===== config.mk =====
export PLATFORM = sky130hd
export DESIGN_NAME = y86_exec_ctrl_flat
export DESIGN_NICKNAME = d
export VERILOG_FILES = /design/src/rtl/y86_exec_ctrl_if.sv /design/src/rtl/y86_exec_ctrl.sv /design/src/flat_wrapper.sv
export SDC_FILE = /design/constraint.sdc
export NUM_CORES = 1
export LEC_CHECK = 0
export CAP_MARGIN = 10
export CORE_AREA = 2 2 221 223
export DETAILED_ROUTE_END_ITERATION = 8
export DIE_AREA = 0 0 223 225
export GPL_ROUTABILITY_DRIVEN = 0
export PLACE_DENSITY = 0.57
export SYNTH_ARGS = -nofsm -noshare
export SYNTH_HDL_FRONTEND = slang
export SYNTH_SLANG_ARGS = --single-unit
export TNS_END_PERCENT = 1

===== constraint.sdc =====
create_clock -name clk -period 1.8 [get_ports clk]
set_clock_uncertainty 0.1 [all_clocks]
set_input_delay 0.18 -clock clk [delete_from_list [all_inputs] [get_ports clk]]
set_output_delay 0.18 -clock clk [all_outputs]
set_load 0.01 [all_outputs]

===== src/rtl/y86_exec_ctrl_if.sv =====
// ---------------------------------------------------------------------------
// y86_exec_ctrl_if
//   Bundle between the execute-stage controller and the rest of the pipeline.
//   slave  : used by the execute controller
//            (takes in the D-stage fields, stall/bubble, M/W status and the ALU
//            result, and drives the ALU controls, E-stage outputs and CC).
//   master : used by the environment that drives the controller
//            (decode stage, hazard unit, external ALU).
//   Groups:
//     d_*            decoded instruction fields from the D stage
//     e_stall/bubble E pipeline-register control from the hazard unit
//     m_stat/w_stat  status of the instructions further down the pipe
//     alu_*          external ALU operands, function, result and overflow
//     e_*, cc        E-stage outputs and the condition-code register
// ---------------------------------------------------------------------------
interface y86_exec_ctrl_if #(
  parameter int W = 64
);
  logic [3:0]   d_icode;
  logic [3:0]   d_ifun;
  logic [W-1:0] d_valA;
  logic [W-1:0] d_valB;
  logic [W-1:0] d_valC;
  logic [3:0]   d_dstE;
  logic [3:0]   d_dstM;
  logic [3:0]   d_stat;
  logic         e_stall;
  logic         e_bubble;
  logic [3:0]   m_stat;
  logic [3:0]   w_stat;
  logic [W-1:0] alu_out;
  logic         alu_of;
  logic [W-1:0] alu_a;
  logic [W-1:0] alu_b;
  logic [1:0]   alu_fun;
  logic [3:0]   e_icode;
  logic [W-1:0] e_valE;
  logic [W-1:0] e_valA;
  logic [3:0]   e_dstE;
  logic [3:0]   e_dstM;
  logic [3:0]   e_stat;
  logic         e_cnd;
  logic [2:0]   cc;

  modport slave (
    input  d_icode, d_ifun, d_valA, d_valB, d_valC, d_dstE, d_dstM, d_stat,
    input  e_stall, e_bubble, m_stat, w_stat, alu_out, alu_of,
    output alu_a, alu_b, alu_fun,
    output e_icode, e_valE, e_valA, e_dstE, e_dstM, e_stat, e_cnd, cc
  );

  modport master (
    output d_icode, d_ifun, d_valA, d_valB, d_valC, d_dstE, d_dstM, d_stat,
    output e_stall, e_bubble, m_stat, w_stat, alu_out, alu_of,
    input  alu_a, alu_b, alu_fun,
    input  e_icode, e_valE, e_valA, e_dstE, e_dstM, e_stat, e_cnd, cc
  );
endinterface


===== src/rtl/y86_exec_ctrl.sv =====
// ---------------------------------------------------------------------------
// y86_exec_ctrl
//   Execute-stage controller of the pipelined Y86-64 processor. Holds the E
//   pipeline register and the condition codes, steers the external ALU,
//   evaluates jXX/cmovXX conditions and presents the E-stage results.
//   Ports:
//     clk    rising-edge clock
//     rst_n  synchronous active-low reset
//     bus    y86_exec_ctrl_if.slave (D-stage inputs, hazard controls,
//            ALU interface, E-stage outputs, cc = {ZF,SF,OF})
// ---------------------------------------------------------------------------
module y86_exec_ctrl #(
  parameter int         W        = 64,
  parameter logic [3:0] REG_NONE = 4'hF
) (
  input logic             clk,
  input logic             rst_n,
  y86_exec_ctrl_if.slave  bus
);

  localparam logic [3:0] I_NOP    = 4'h1;
  localparam logic [3:0] I_CMOV   = 4'h2;
  localparam logic [3:0] I_IRMOV  = 4'h3;
  localparam logic [3:0] I_RMMOV  = 4'h4;
  localparam logic [3:0] I_MRMOV  = 4'h5;
  localparam logic [3:0] I_OPQ    = 4'h6;
  localparam logic [3:0] I_JXX    = 4'h7;
  localparam logic [3:0] I_CALL   = 4'h8;
  localparam logic [3:0] I_RET    = 4'h9;
  localparam logic [3:0] I_PUSH   = 4'hA;
  localparam logic [3:0] I_POP    = 4'hB;
  localparam logic [3:0] STAT_AOK = 4'h1;

  localparam logic [W-1:0] EIGHT     = W'(8);
  localparam logic [W-1:0] NEG_EIGHT = ~EIGHT + 1'b1;

  typedef struct packed {
    logic [3:0]   icode;
    logic [3:0]   ifun;
    logic [W-1:0] valA;
    logic [W-1:0] valB;
    logic [W-1:0] valC;
    logic [3:0]   dstE;
    logic [3:0]   dstM;
    logic [3:0]   stat;
  } eReg_t;

  localparam eReg_t BUBBLE = '{
    icode: I_NOP, ifun: 4'h0, valA: '0, valB: '0, valC: '0,
    dstE: REG_NONE, dstM: REG_NONE, stat: STAT_AOK
  };

  eReg_t      eReg;
  eReg_t      dIn;
  logic [2:0] ccReg;     // {ZF, SF, OF}
  logic       setCc;
  logic       cnd;

  assign dIn = '{
    icode: bus.d_icode, ifun: bus.d_ifun, valA: bus.d_valA, valB: bus.d_valB,
    valC: bus.d_valC, dstE: bus.d_dstE, dstM: bus.d_dstM, stat: bus.d_stat
  };

  // Only an OPq updates the flags, and not while an older instruction in M or
  // W is excepting or while E is frozen. Bubble does not gate this: the flags
  // come from the instruction leaving E on this edge.
  assign setCc = (eReg.icode == I_OPQ) && (bus.m_stat == STAT_AOK) &&
                 (bus.w_stat == STAT_AOK) && !bus.e_stall;

  // NOTE: state is updated with non-blocking assignments only, so every
  // register here samples the values from before the edge.
  always_ff @(posedge clk) begin
    if (!rst_n) begin
      eReg  <= BUBBLE;
      ccReg <= 3'b100;
    end else begin
      if (bus.e_bubble)     eReg <= BUBBLE;
      else if (!bus.e_stall) eReg <= dIn;

      if (setCc) ccReg <= {(bus.alu_out == '0), bus.alu_out[W-1], bus.alu_of};
    end
  end

  // ALU steering, decoded from the E register contents.
  always_comb begin
    // NOTE: each output gets a default first so no path can infer a latch.
    bus.alu_a   = '0;
    bus.alu_b   = '0;
    bus.alu_fun = 2'd0;
    unique case (eReg.icode)
      I_CMOV, I_OPQ:           bus.alu_a = eReg.valA;
      I_IRMOV, I_RMMOV, I_MRMOV: bus.alu_a = eReg.valC;
      I_CALL, I_PUSH:          bus.alu_a = NEG_EIGHT;
      I_RET, I_POP:            bus.alu_a = EIGHT;
      default:                 bus.alu_a = '0;
    endcase
    unique case (eReg.icode)
      I_RMMOV, I_MRMOV, I_OPQ, I_CALL, I_RET, I_PUSH, I_POP:
               bus.alu_b = eReg.valB;
      default: bus.alu_b = '0;
    endcase
    if (eReg.icode == I_OPQ) bus.alu_fun = eReg.ifun[1:0];
  end

  // Condition evaluation from the registered flags only.
  always_comb begin
    logic zf, sf, of;
    {zf, sf, of} = ccReg;
    cnd = 1'b0;
    if (eReg.icode == I_CMOV || eReg.icode == I_JXX) begin
      unique case (eReg.ifun)
        4'h0:    cnd = 1'b1;
        4'h1:    cnd = (sf ^ of) | zf;
        4'h2:    cnd = sf ^ of;
        4'h3:    cnd = zf;
        4'h4:    cnd = ~zf;
        4'h5:    cnd = ~(sf ^ of);
        4'h6:    cnd = ~(sf ^ of) & ~zf;
        default: cnd = 1'b0;
      endcase
    end
  end

  assign bus.e_cnd   = cnd;
  // A cmov whose condition fails must not write its destination.
  assign bus.e_dstE  = (eReg.icode == I_CMOV && !cnd) ? REG_NONE : eReg.dstE;
  assign bus.e_valE  = bus.alu_out;
  assign bus.e_valA  = eReg.valA;
  assign bus.e_dstM  = eReg.dstM;
  assign bus.e_stat  = eReg.stat;
  assign bus.e_icode = eReg.icode;
  assign bus.cc      = ccReg;

endmodule


===== src/flat_wrapper.sv =====
// flat-port wrapper written by rule: the top's interface ports become plain ports
module y86_exec_ctrl_flat 
#(
  parameter int         W        = 64,
  parameter logic [3:0] REG_NONE = 4'hF
)
  (clk, rst_n, bus_d_icode, bus_d_ifun, bus_d_valA, bus_d_valB, bus_d_valC, bus_d_dstE, bus_d_dstM, bus_d_stat, bus_e_stall, bus_e_bubble, bus_m_stat, bus_w_stat, bus_alu_out, bus_alu_of, bus_alu_a, bus_alu_b, bus_alu_fun, bus_e_icode, bus_e_valE, bus_e_valA, bus_e_dstE, bus_e_dstM, bus_e_stat, bus_e_cnd, bus_cc);
  y86_exec_ctrl_if #(.W(W)) bus_i ();
  input logic clk;
  input logic rst_n;
  input wire logic [$bits(bus_i.d_icode)-1:0] bus_d_icode;
  input wire logic [$bits(bus_i.d_ifun)-1:0] bus_d_ifun;
  input wire logic [$bits(bus_i.d_valA)-1:0] bus_d_valA;
  input wire logic [$bits(bus_i.d_valB)-1:0] bus_d_valB;
  input wire logic [$bits(bus_i.d_valC)-1:0] bus_d_valC;
  input wire logic [$bits(bus_i.d_dstE)-1:0] bus_d_dstE;
  input wire logic [$bits(bus_i.d_dstM)-1:0] bus_d_dstM;
  input wire logic [$bits(bus_i.d_stat)-1:0] bus_d_stat;
  input wire logic [$bits(bus_i.e_stall)-1:0] bus_e_stall;
  input wire logic [$bits(bus_i.e_bubble)-1:0] bus_e_bubble;
  input wire logic [$bits(bus_i.m_stat)-1:0] bus_m_stat;
  input wire logic [$bits(bus_i.w_stat)-1:0] bus_w_stat;
  input wire logic [$bits(bus_i.alu_out)-1:0] bus_alu_out;
  input wire logic [$bits(bus_i.alu_of)-1:0] bus_alu_of;
  output wire logic [$bits(bus_i.alu_a)-1:0] bus_alu_a;
  output wire logic [$bits(bus_i.alu_b)-1:0] bus_alu_b;
  output wire logic [$bits(bus_i.alu_fun)-1:0] bus_alu_fun;
  output wire logic [$bits(bus_i.e_icode)-1:0] bus_e_icode;
  output wire logic [$bits(bus_i.e_valE)-1:0] bus_e_valE;
  output wire logic [$bits(bus_i.e_valA)-1:0] bus_e_valA;
  output wire logic [$bits(bus_i.e_dstE)-1:0] bus_e_dstE;
  output wire logic [$bits(bus_i.e_dstM)-1:0] bus_e_dstM;
  output wire logic [$bits(bus_i.e_stat)-1:0] bus_e_stat;
  output wire logic [$bits(bus_i.e_cnd)-1:0] bus_e_cnd;
  output wire logic [$bits(bus_i.cc)-1:0] bus_cc;
  assign bus_i.d_icode = bus_d_icode;
  assign bus_i.d_ifun = bus_d_ifun;
  assign bus_i.d_valA = bus_d_valA;
  assign bus_i.d_valB = bus_d_valB;
  assign bus_i.d_valC = bus_d_valC;
  assign bus_i.d_dstE = bus_d_dstE;
  assign bus_i.d_dstM = bus_d_dstM;
  assign bus_i.d_stat = bus_d_stat;
  assign bus_i.e_stall = bus_e_stall;
  assign bus_i.e_bubble = bus_e_bubble;
  assign bus_i.m_stat = bus_m_stat;
  assign bus_i.w_stat = bus_w_stat;
  assign bus_i.alu_out = bus_alu_out;
  assign bus_i.alu_of = bus_alu_of;
  assign bus_alu_a = bus_i.alu_a;
  assign bus_alu_b = bus_i.alu_b;
  assign bus_alu_fun = bus_i.alu_fun;
  assign bus_e_icode = bus_i.e_icode;
  assign bus_e_valE = bus_i.e_valE;
  assign bus_e_valA = bus_i.e_valA;
  assign bus_e_dstE = bus_i.e_dstE;
  assign bus_e_dstM = bus_i.e_dstM;
  assign bus_e_stat = bus_i.e_stat;
  assign bus_e_cnd = bus_i.e_cnd;
  assign bus_cc = bus_i.cc;
  y86_exec_ctrl #(.W(W), .REG_NONE(REG_NONE)) u_core (.clk(clk), .rst_n(rst_n), .bus(bus_i));
endmodule

==> results of run 1 <==
-- metal layers --
metal	track usage (%)	vias to the layer above	routed length [microns]
met5	0	-	13
met4	7.40	2	2230
met3	4.50	83	3310
met2	31.7	415	22900
li1	-	4557	-
met1	17.3	4472	15800
-- timing repair --
action	in CTS	in global routing
resized for setup	647	68
endpoints found under the hold margin	13	0
setup endpoints to repair	183	153
hold buffers	1	0
pin swaps	58	27
cloned	8	1
setup buffers	19	0
-- critical path, stage by stage, from the launching register on --
cell and delay [ns]:
dfxtp_4 0.36, buf_6 0.11, mux2_4 0.28, nor2_8 0.13, buf_12 0.12, buf_12 0.12, buf_16 0.14, a221o_1 0.15
buf_2 0.13
-- cell usage in the layout, fill, tap and decap left out, types with 5 or more instances in the layout --
cell and n:
inv_1 5, dlymetal6s2s_1 16, clkbuf_16 30, buf_4 112
nor4_1 16, nand2_1 13, a221o_1 60, and2_4 21
buf_16 7, nand4_1 5, clkinv_2 6, dlygate4sd2_1 42
clkbuf_8 6, clkdlybuf4s50_1 369, dfxtp_2 10, buf_6 43
and2_1 46, dfxtp_1 203, buf_2 97, nor2_1 203
buf_12 23, mux2i_1 214
-- report_power, final --
group | internal [W] | leakage (nW) | switching [W]
Combinational | 0.00131 | 5.92 | 0.000822
Clock | 0.00361 | 0.488 | 0.00225
Sequential | 0.00492 | 1.76 | 0.000108
-- flip-flops by register name (all words and copies together) (netlist names) --
name / count
u_core.eReg: 136
u_core.bus.e_valA: 64
u_core.bus.e_dstM: 4
u_core.bus.e_icode: 4
u_core.bus.e_stat: 4
u_core.bus.cc: 3
-- logic make-up after synthesis --
family | synth area share [%]
simple gates | 14.7
buf+inv | 14.4
mux | 21.3
flops | 42.2
compound gates | 7.28
xor+xnor | 0.172
-- stage by stage --
step / setup TNS [ns] / total power [W] / area [sq um] / setup slack [ns]
CTS: -69.14 / 0.0133 / 17400 / -0.663
finish: -59.71 / 0.0130 / 17500 / -0.575
floorplan: 0 / 0.00598 / 10200 / 0.0711
detailed placement: -45.55 / 0.00719 / 16400 / -0.480
global route: -72.14 / 0.0136 / 17500 / -0.689
global placement: -44.19 / 0.00717 / 16400 / -0.454
-- worst min-delay path by stage --
| stage | from | endpoint | slack, ns |
|---|---|---|---|
| finish | bus_d_valA[46] | u_core.bus.e_valA[46] | 0.12 |
| global route | bus_d_valB[57] | u_core.eReg[133] | 0.09 |
| CTS | bus_d_valB[29] | u_core.eReg[105] | 0.08 |
| detailed placement | u_core.bus.e_dstM[2] | u_core.bus.e_dstM[2] | 0.36 |
| global placement | u_core.bus.e_stat[0] | u_core.bus.e_stat[0] | 0.36 |
| floorplan | rst_n | u_core.bus.cc[2] | 0.17 |
-- area by class of cell --
| cell class | count | area share, % |
|---|---|---|
| timing repair buffer | 718 | 39.1 |
| multi-input combinational | 615 | 26.0 |
| sequential | 215 | 24.7 |
| clock buffer | 38 | 4.69 |
| tap | 615 | 4.40 |
| clock inverter | 13 | 0.888 |
| inverter | 5 | 0.107 |
| antenna | 3 | 0.0430 |
==> flow_summary_export.csv, run 1 <==
group,metric,value,unit
timing,setup_violations,135,
setup_path,reg2regPathDepth,8,
place,post-dp-hpwl,32.8,mm
yosys,netlist_area,10200,sq um
clock_network,cts_tree,"done",
yosys,synthTopCellsByCount,"dfxtp_1, mux2i_1, nor2_1",
floorplanning,die_h,225,microns
routing,dr_total_vias,9529,
clock_network,cts_buffers,28,
yosys,synth_warnings,0,
grt,grt_pass1_wl,63.2,mm
setup_path,regToRegSetupSlack,0.13,ns
setup_path,crit_end,"bus_alu_a[5]",
timing,period_minus_slack,2.38,ns
setup_path,cp_data_required_time,1.52,ns
timing,finalMaxSlewViolations,0,
yosys,yosysMostFrequentCell,"dfxtp_1",
setup_path,critPathKind,"reg2out",
timing,timing.final.crit_share,132,%
timing,hold_violations,0,
timing,setup_ws,-0.575,ns
run,drv_cap,0,
clock_network,cts_max_level,1,
place,io_buffers,566,
routing,firstDrtPassIters,7,
setup_path,start_kind,"register",
yosys,ys_seq_area_share,42.2,%
floorplanning,core-area,47500,sq um
routing,drt-total-wl,44.2,mm
yosys,yosys_most_used_dff,"dfxtp_1",
clock_network,cts_sinks,215,
yosys,synth_nets,1338,
yosys,async_flop_share,0,%
power_and_ir_drop,power_density,745,nW/um^2
yosys,synth_edf_count,0,
routing,drt_first_iter_violations,333,
clock_network,clock_latency,0.55,ns
place,dp_cells,2143,
setup_path,regToRegStartpoint,"u_core.bus.e_icode[2]",
final_layout,final_util,36.7,%
routing,routedWlPerCell,19.9,microns
timing,timing.fmax,0.421,GHz
worst_hold_path,whs_path_depth,3,
power_and_ir_drop,ir_drop,0.000582,V
grt,gr-total-overflow,0,
grt,antenna_found_initial,8,
clock_network,clock_path_buffers,3,
final_layout,fin_cells,2222,
floorplanning,start_util,21.5,%
routing,drcViolationCount,0,
final_layout,fin_nets,1872,
final_layout,syn2layout_area_growth,71.2,%
routing,drt-vias-per-instance,4.29,
floorplanning,num_rows,80,
yosys,yosys-top-cells-area,"dfxtp_1, mux2i_1, buf_4, nor2_1, a221o_1",
status,violations,"setup timing",
setup_path,worstPathMaxFanout,8,
routing,ant_nets,0,
yosys,synth-seq-cells,215,
grt,grt_max_degree,42,
final_layout,layout-drive-gt1-share,24.1,%
floorplanning,die_area,50200,sq um
yosys,yosys.area.top_type,"dfxtp_1",
worst_hold_path,hp-class,"in2reg",
status,outcome,"finished with violations",
timing,tightest_slew,0.387,ns
yosys,avgSynthCellArea,9.73,sq um
floorplanning,pin_count,567,
timing,rsz0062_at_grt,"yes",
yosys,ys_types,41,
setup_path,crit_arrival,2.10,ns
clock_network,cts_root_buf,"clkbuf_16",
clock_network,clkTransAtPathRegs,0.06,ns
yosys,synth_cells,1049,
setup_path,timing.rr.end,"u_core.bus.cc[0]",
final_layout,final-seq-area,4320,sq um
floorplanning,die_w,223,microns
power_and_ir_drop,leakagePower,8.16,nW
grt,grt_pass1_vias,9826,
final_layout,nFillCells,4842,
timing,slew_headroom,74.0,%
grt,track_usage,16.8,%
setup_path,worst_setup_path_end_kind,"output port",
final_layout,multi_input_area,4550,sq um
setup_path,cp-startpoint,"u_core.bus.e_icode[1]",
yosys,yosysTopAreaCellShare,42.2,%
timing,hold_slack,0.124,ns
Power figures use the tool's default switching activity.
==> run 2: changes to the inputs <==
--- a/config.mk
+++ b/config.mk
@@ -11,6 +11,7 @@
 export DIE_AREA = 0 0 223 225
 export GPL_ROUTABILITY_DRIVEN = 0
 export PLACE_DENSITY = 0.57
+export SLEW_MARGIN = 20
 export SYNTH_ARGS = -nofsm -noshare
 export SYNTH_HDL_FRONTEND = slang
 export SYNTH_SLANG_ARGS = --single-unit
==> results of run 2 <==
Final layout, timing and power as in run 1 (identical DEF).
